File: src/rtl/fifo_param_if.sv
// rtl/fifo_param_if.sv - producer/consumer handshake and status bundle for fifo_param
interface fifo_param_if #(
    parameter int WIDTH = 8,
    parameter int DEPTH = 16
);
    localparam int CW = $clog2(DEPTH) + 1;

    logic             wr_en;
    logic             rd_en;
    logic [WIDTH-1:0] buf_in;
    logic [WIDTH-1:0] buf_out;
    logic             buf_empty;
    logic             buf_full;
    logic             buf_almost_full;
    logic             buf_almost_empty;
    logic [CW-1:0]    fifo_counter;
    logic             overflow;
    logic             underflow;

    modport master (
        output wr_en, rd_en, buf_in,
        input  buf_out, buf_empty, buf_full, buf_almost_full, buf_almost_empty,
               fifo_counter, overflow, underflow
    );

    modport slave (
        input  wr_en, rd_en, buf_in,
        output buf_out, buf_empty, buf_full, buf_almost_full, buf_almost_empty,
               fifo_counter, overflow, underflow
    );
endinterface

File: src/rtl/fifo_param.sv
// rtl/fifo_param.sv - parametrised synchronous FIFO with thresholds, sticky errors and FWFT mode
// The interface instance must carry the same WIDTH and DEPTH as this module.
module fifo_param #(
    parameter int WIDTH     = 8,
    parameter int DEPTH     = 16,
    parameter int AF_THRESH = DEPTH - 2,
    parameter int AE_THRESH = 2,
    parameter int FWFT      = 0
) (
    input  logic        clk,
    input  logic        rst,
    fifo_param_if.slave bus
);
    localparam int AW = $clog2(DEPTH);
    localparam int CW = AW + 1;

    logic [WIDTH-1:0] mem_q [DEPTH];
    logic [AW-1:0]    wp_q, wp_d;
    logic [AW-1:0]    rp_q, rp_d;
    logic [CW-1:0]    cnt_q, cnt_d;
    logic             ovf_q, ovf_d;
    logic             unf_q, unf_d;
    logic             empty, full, rd_acc, wr_acc;

    assign empty  = (cnt_q == '0);
    assign full   = (cnt_q == CW'(DEPTH));
    assign rd_acc = bus.rd_en && !empty;
    // A write while full is legal when a read frees the slot in the same cycle.
    assign wr_acc = bus.wr_en && (!full || bus.rd_en);

    always_comb begin
        wp_d  = wp_q;
        rp_d  = rp_q;
        ovf_d = ovf_q;
        unf_d = unf_q;
        if (wr_acc) wp_d = wp_q + 1'b1;
        if (rd_acc) rp_d = rp_q + 1'b1;
        cnt_d = cnt_q + {{(CW-1){1'b0}}, wr_acc} - {{(CW-1){1'b0}}, rd_acc};
        if (bus.wr_en && !wr_acc) ovf_d = 1'b1;
        if (bus.rd_en && !rd_acc) unf_d = 1'b1;
    end

    always_ff @(posedge clk) begin
        if (rst) begin
            wp_q  <= '0;
            rp_q  <= '0;
            cnt_q <= '0;
            ovf_q <= 1'b0;
            unf_q <= 1'b0;
        end else begin
            wp_q  <= wp_d;
            rp_q  <= rp_d;
            cnt_q <= cnt_d;
            ovf_q <= ovf_d;
            unf_q <= unf_d;
        end
    end

    always_ff @(posedge clk) begin
        if (!rst && wr_acc) mem_q[wp_q] <= bus.buf_in;
    end

    assign bus.fifo_counter     = cnt_q;
    assign bus.buf_empty        = empty;
    assign bus.buf_full         = full;
    assign bus.buf_almost_full  = (cnt_q >= CW'(AF_THRESH));
    assign bus.buf_almost_empty = (cnt_q <= CW'(AE_THRESH));
    assign bus.overflow         = ovf_q;
    assign bus.underflow        = unf_q;

    generate
        if (FWFT != 0) begin : g_fwft
            assign bus.buf_out = empty ? '0 : mem_q[rp_q];
        end else begin : g_reg
            logic [WIDTH-1:0] dout_q, dout_d;

            always_comb begin
                dout_d = dout_q;
                if (rd_acc) dout_d = mem_q[rp_q];
            end

            always_ff @(posedge clk) begin
                if (rst) dout_q <= '0;
                else     dout_q <= dout_d;
            end

            assign bus.buf_out = dout_q;
        end
    endgenerate
endmodule

File: src/flat_wrapper.sv
// flat-port wrapper written by rule: the top's interface ports become plain ports
module fifo_param_flat 
#(
    parameter int WIDTH     = 8,
    parameter int DEPTH     = 16,
    parameter int AF_THRESH = DEPTH - 2,
    parameter int AE_THRESH = 2,
    parameter int FWFT      = 0
)
  (clk, rst, bus_wr_en, bus_rd_en, bus_buf_in, bus_buf_out, bus_buf_empty, bus_buf_full, bus_buf_almost_full, bus_buf_almost_empty, bus_fifo_counter, bus_overflow, bus_underflow);
  fifo_param_if #(.WIDTH(WIDTH), .DEPTH(DEPTH)) bus_i ();
  input  logic clk;
  input  logic rst;
  input wire logic [$bits(bus_i.wr_en)-1:0] bus_wr_en;
  input wire logic [$bits(bus_i.rd_en)-1:0] bus_rd_en;
  input wire logic [$bits(bus_i.buf_in)-1:0] bus_buf_in;
  output wire logic [$bits(bus_i.buf_out)-1:0] bus_buf_out;
  output wire logic [$bits(bus_i.buf_empty)-1:0] bus_buf_empty;
  output wire logic [$bits(bus_i.buf_full)-1:0] bus_buf_full;
  output wire logic [$bits(bus_i.buf_almost_full)-1:0] bus_buf_almost_full;
  output wire logic [$bits(bus_i.buf_almost_empty)-1:0] bus_buf_almost_empty;
  output wire logic [$bits(bus_i.fifo_counter)-1:0] bus_fifo_counter;
  output wire logic [$bits(bus_i.overflow)-1:0] bus_overflow;
  output wire logic [$bits(bus_i.underflow)-1:0] bus_underflow;
  assign bus_i.wr_en = bus_wr_en;
  assign bus_i.rd_en = bus_rd_en;
  assign bus_i.buf_in = bus_buf_in;
  assign bus_buf_out = bus_i.buf_out;
  assign bus_buf_empty = bus_i.buf_empty;
  assign bus_buf_full = bus_i.buf_full;
  assign bus_buf_almost_full = bus_i.buf_almost_full;
  assign bus_buf_almost_empty = bus_i.buf_almost_empty;
  assign bus_fifo_counter = bus_i.fifo_counter;
  assign bus_overflow = bus_i.overflow;
  assign bus_underflow = bus_i.underflow;
  fifo_param #(.WIDTH(WIDTH), .DEPTH(DEPTH), .AF_THRESH(AF_THRESH), .AE_THRESH(AE_THRESH), .FWFT(FWFT)) u_core (.clk(clk), .rst(rst), .bus(bus_i));
endmodule
File: config.mk
export PLATFORM = sky130hd
export DESIGN_NAME = fifo_param_flat
export DESIGN_NICKNAME = d
export VERILOG_FILES = /design/src/rtl/fifo_param_if.sv /design/src/rtl/fifo_param.sv /design/src/flat_wrapper.sv
export SDC_FILE = /design/constraint.sdc
export NUM_CORES = 1
export LEC_CHECK = 0
export BUFFER_PORTS_ARGS = -buffer_cell sky130_fd_sc_hd__buf_2
export CORE_ASPECT_RATIO = 1.4
export CORE_MARGIN = 3
export CORE_UTILIZATION = 50
export CTS_BUF_LIST = sky130_fd_sc_hd__clkbuf_4 sky130_fd_sc_hd__clkbuf_8
export DETAILED_ROUTE_END_ITERATION = 12
export HOLD_SLACK_MARGIN = 0.05
export PLACE_DENSITY = 0.67
export SLEW_MARGIN = 10
export SYNTH_ARGS = -nofsm -noshare
export SYNTH_HDL_FRONTEND = slang
export SYNTH_SLANG_ARGS = --single-unit
File: constraint.sdc
create_clock -name clk -period 3.4 [get_ports clk]
set_clock_uncertainty 0.1 [all_clocks]
set_input_delay 0.17 -clock clk [delete_from_list [all_inputs] [get_ports clk]]
set_output_delay 0.17 -clock clk [all_outputs]
set_load 0.005 [all_outputs]
== Yosys cells after proc, flatten, opt, wreduce, memory -nomap -nowiden ==
Memories as Yosys holds them, arrays and structs flattened. A register that Yosys moved wholly into a read port is not among the register bits.
Index checks and enable logic that the tools add are counted.

* Flip-flop bits (word level): 15
* Bits in writable memories: 128
* Word-level logic and storage cells: 27
* Memories kept: 1

* Add/subtract/negate cells: 4
* Order comparisons: 2
* Eq/ne operators: 1
* Muxes and demuxes: 2
* Reduce and logical (&&, ||, !) cells: 12

{| class="wikitable"
|+ Memory list
! name !! depth !! bits a word !! read ports !! clocked after Yosys merged registers in !! write ports !! RTL line !! source
|-
| u_core.mem_q || 16 || 8 || 1 || 1 || 1 || fifo_param.sv:17 || <nowiki>logic [WIDTH-1:0] mem_q [DEPTH];</nowiki>
|}

{| class="wikitable"
|+ Operators with widths
! cell !! count
|-
| $add A4 B1 Y4 const B || 2
|-
| $add A5 B1 Y5 || 1
|-
| $eq A5 B5 Y1 const B || 1
|-
| $ge A5 B4 Y1 const B || 1
|-
| $le A5 B2 Y1 const B || 1
|-
| $logic_and A1 B1 Y1 || 5
|-
| $logic_not A1 Y1 || 5
|-
| $logic_not A5 Y1 || 1
|-
| $sub A5 B1 Y5 || 1
|-
| $mux W1 || 2
|-
| $logic_or A1 B1 Y1 || 1
|}

== Logic depth before layout (Yosys ltp) ==
* Word-level depth: 7
* Depth in mapped cells: 13
* Mapped depth without buffers: 13

== Worst setup path after synthesis ==
Ideal clock, no wire load.

* Path kind: flip-flop to flip-flop
* Start point: register u_core.cnt_q[2], in the netlist u_core.bus.fifo_counter[2]
* End point: register u_core.cnt_q[4], in the netlist u_core.bus.fifo_counter[4]
* Setup time: 0.070 ns
* Data arrival time: 2.686 ns
* Slack: 0.544 ns
* Cell stages (with the launch flop): 14
* Path buffers: 0
* Clock period less this slack: 2.856 ns
* Path through: dfxtp_1 > inv_1 > ha_1 > or4b_4 > nand2_4 > inv_1 > ha_1 > inv_1 > ha_1 > fa_1 > nand2b_1 > a21oi_1 > or3_1 > a21oi_1

* Elaborated cells between the ends (all ways): 9

{| class="wikitable"
|+ RTL lines
! element !! RTL line !! source
|-
| start: declaration || fifo_param.sv:20 || <nowiki>logic [CW-1:0] cnt_q, cnt_d;</nowiki>
|-
| start signal: assignment || fifo_param.sv:53 || <nowiki>cnt_q <= cnt_d;</nowiki>
|-
| $logic_not A5 Y1 || fifo_param.sv:25 || <nowiki>assign empty = (cnt_q == '0);</nowiki>
|-
| $logic_not A1 Y1 || fifo_param.sv:27 || <nowiki>assign rd_acc = bus.rd_en && !empty;</nowiki>
|-
| $logic_and A1 B1 Y1 || fifo_param.sv:27 ||
|-
| named net u_core.rd_acc || fifo_param.sv:23 || <nowiki>logic empty, full, rd_acc, wr_acc;</nowiki>
|-
| $sub A5 B1 Y5 || fifo_param.sv:38 || <nowiki>cnt_d = cnt_q + {{(CW-1){1'b0}}, wr_acc} - {{(CW-1){1'b0}}, rd_acc};</nowiki>
|}

The timed path passes the listed nets, and every way through them passes these cells.
A chain may end at the register's enable or synchronous reset.

== Worst setup path after layout ==
Same ends and word-level chain as after synthesis.

==> impl_metrics.ini <==
[worst_hold_path]
min_path_type = flop to flop

[timing]
post-route-min-period_ps = 3168
timing_worst_slew_pin_value_ps = 726.5
relSlewSlack_pct = 51.50
clock.fmax_mhz = 315.6
hold_violations = 0
fin_setup_tns_ps = 0
drv_slew = 0
rsz0062_at_grt = false
period_share_pct = 93.18
setup_violations = 0

[yosys]
synth_cell_type_count = 35
yosys_warnings = 0
syn_nets = 366
synth_area_um2 = 6195
synth_edf_count = 128
postSynthCellCount = 338
ys_async_sr_fraction_pct = 0
synth_flop_cell = edfxtp_1
syn_area_per_cell_um2 = 18.33
ys_seq_area_share_pct = 69.48
synth-seq-cells = 151

[critical_path]
cp_cell_sequence = inv_1 > ha_1 > or4b_4 > nand2_4 > inv_1 > ha_1 > inv_1 > ha_1 > fa_1 > nand2b_1 > a21oi_1 > or3_1 > a21oi_1
critPathSlowestCell = or4b_4
worstPathMaxFanout = 13
crit_type = flop to flop
crit_path_start_kind = flop
worstSetupEndpointType = flop
max_stage_delay_ps = 510
critPathRequiredTime_ps = 3670
arrival_ps = 3440

[flow_run]
max_cap_viol_count = 0

[cts]
htreeDepth = 4
clock_sinks = 151
cts_hold_buffers = 14
cts.path.max_buffers = 2
cts_resized = 0
cts-root-buf = clkbuf_8
clkTransAtPathRegs_ps = 80
cts_setup_buffers = 0
clkLatencyLatePin_ps = 440
tritoncts = done
cts-buffers-inserted = 17

[routing]
drtIter0Drc = 151
vias = 3161
viasPerCell = 5.595
drt-pass1-iter-count = 4
wirelength_mm = 11.74
avgRoutedWirePerCell_um = 20.77
drc_errors = 0
ant_nets = 0

[die]
start_util_pct = 51.64
ioPinCount = 31
fp-row-count = 47
die_area_um2 = 13780
core_um2 = 12000
die_h_um = 137.7
dieWidth_um = 100.1

[power]
powerDensity_nw_per_um2 = 630.2
leakage_nw = 2.491
max-vdd-ir-drop_uv = 272.9

[placed_design]
gp_congestion = 0.7845
port_buffers = 30
hpwlAfterDp_mm = 7.454

[grt]
grt_pass1_wl_mm = 18.09
grt_pass1_vias = 3257
gr-total-overflow = 0
grt_max_degree = 35
grtUsageTotal_pct = 18.56
antenna_found_initial = 0

[outcome]
outcome = finished, final reports clean

[final_layout]
nets = 433
antenna_cells = 0
drive_gt1_share_pct = 23.21
final_util_pct = 59.51
area_growth_pct = 15.25
n_fill_cell = 929
[critical path: cells and delay by family, from the launching register on]
family | cells | cell delay, ps
AO/OA/AOI/OAI | 2 | 230
buffers and inverters | 3 | 270
AND/OR/NAND/NOR | 4 | 1060
adder cells (fa/ha/maj) | 4 | 1080
flip-flops | 1 | 340
[layout make-up]
class	instances	area [um^2]	share of cell area, %
clock buffer	17	234.0	3.277
clock inverter	15	201.4	2.822
inverter	17	63.81	0.8938
multi-input combinational	154	1710	23.96
sequential	151	4305	60.30
tap	147	183.9	2.576
timing repair buffer	64	440.4	6.169
[kinds of logic after synthesis]
logic type | synth area share (%)
buffers and inverters | 2.908
AO/OA/AOI/OAI | 2.626
AND/OR/NAND/NOR | 5.049
XOR/XNOR | 0.9897
flip-flops | 69.48
adder cells (fa/ha/maj) | 3.353
multiplexers | 15.59
[sequential cells by signal, summed over array words and instances, names as in the netlist]
signal                   count
u_core.bus.buf_out           8
u_core.bus.fifo_counter      5
u_core.bus.overflow          1
u_core.bus.underflow         1
u_core.mem_q               128
u_core.rp_q                  4
u_core.wp_q                  4
[layer usage]
layer / vias to the layer above / global-route usage (%) / wire (um)
met1: 1595 / 21.31 / 4583
met5: - / 0 / 0
met2: 71 / 32.41 / 6363
li1: 1473 / - / -
met4: 0 / 8.539 / 310
met3: 22 / 4.863 / 477
[cells in the final DEF, fill, tap and decap left out, types with 2 or more instances in the layout]
| cell | count |
|---|---|
| mux4_1 | 20 |
| inv_6 | 2 |
| clkinvlp_4 | 4 |
| mux2i_1 | 17 |
| or3_1 | 3 |
| o221ai_1 | 8 |
| xor2_1 | 4 |
| ha_1 | 15 |
| nand3_1 | 3 |
| dlygate4sd3_1 | 14 |
| xnor2_1 | 3 |
| a21oi_1 | 6 |
| mux4_2 | 12 |
| nor3_1 | 4 |
| o21ai_0 | 4 |
| buf_2 | 30 |
| buf_4 | 20 |
| nand2b_1 | 3 |
| bufinv_16 | 4 |
| dfxtp_1 | 22 |
| nand3b_1 | 8 |
| edfxtp_1 | 128 |
| nor2b_1 | 2 |
| clkinv_4 | 3 |
| clkinv_1 | 2 |
| nand2_1 | 10 |
| inv_1 | 17 |
| clkbuf_8 | 17 |
| nor2_1 | 22 |
[worst paths after layout]
| check | from | to | slack, ps | cells past startpoint |
|---|---|---|---|---|
| min reg2reg | u_core.bus.buf_out[7] | u_core.bus.buf_out[7] | 430 | 2 |
| max reg2reg | u_core.bus.fifo_counter[2] | u_core.bus.fifo_counter[4] | 230 | 13 |
| max | u_core.bus.fifo_counter[2] | u_core.bus.fifo_counter[4] | 230 | 13 |
| min | u_core.bus.buf_out[7] | u_core.bus.buf_out[7] | 430 | 2 |
[cells in the mapped netlist, types with 4 or more instances]
library cell / n / share of area [%]
ha_1: 15 / 3.0
o221ai_1: 8 / 1.1
mux4_1: 20 / 8.5
buf_6: 4 / 0.73
dfxtp_1: 23 / 7.4
nand3b_1: 8 / 0.97
edfxtp_1: 128 / 62
nand2_1: 10 / 0.61
inv_1: 17 / 1.0
o21ai_0: 4 / 0.32
mux4_2: 12 / 4.4
nor2_1: 22 / 1.3
buf_2: 5 / 0.40
mux2i_1: 17 / 2.7
nor3_1: 4 / 0.32
a21oi_1: 6 / 0.48
xor2_1: 4 / 0.57
clkbuf_1: 5 / 0.30
[where the power goes]
| part | leakage [nW] | internal (mW) | total (mW) | switching [mW] |
|---|---|---|---|---|
| combinational | 0.945 | 0.421 | 0.835 | 0.414 |
| clock | 0.204 | 0.801 | 1.46 | 0.659 |
| sequential | 1.34 | 2.09 | 2.20 | 0.113 |
[per-stage QoR]
| stage | setup WS (ps) | area [um^2] | power, mW | hold slack [ps] | instances |
|---|---|---|---|---|---|
| floorplan | 544.0 | 6195 | 2.825 | 168.9 | 338 |
| global placement | 362.4 | 6564 | 3.047 | 344.5 | 519 |
| detailed placement | 215.6 | 6564 | 3.079 | 353.1 | 519 |
| CTS | 196.5 | 7139 | 4.554 | 423.2 | 565 |
| global route | 59.47 | 7139 | 4.718 | 467.8 | 565 |
| finish | 231.7 | 7139 | 4.499 | 432.6 | 565 |
Note: power is estimated with default switching activity, not from simulation.
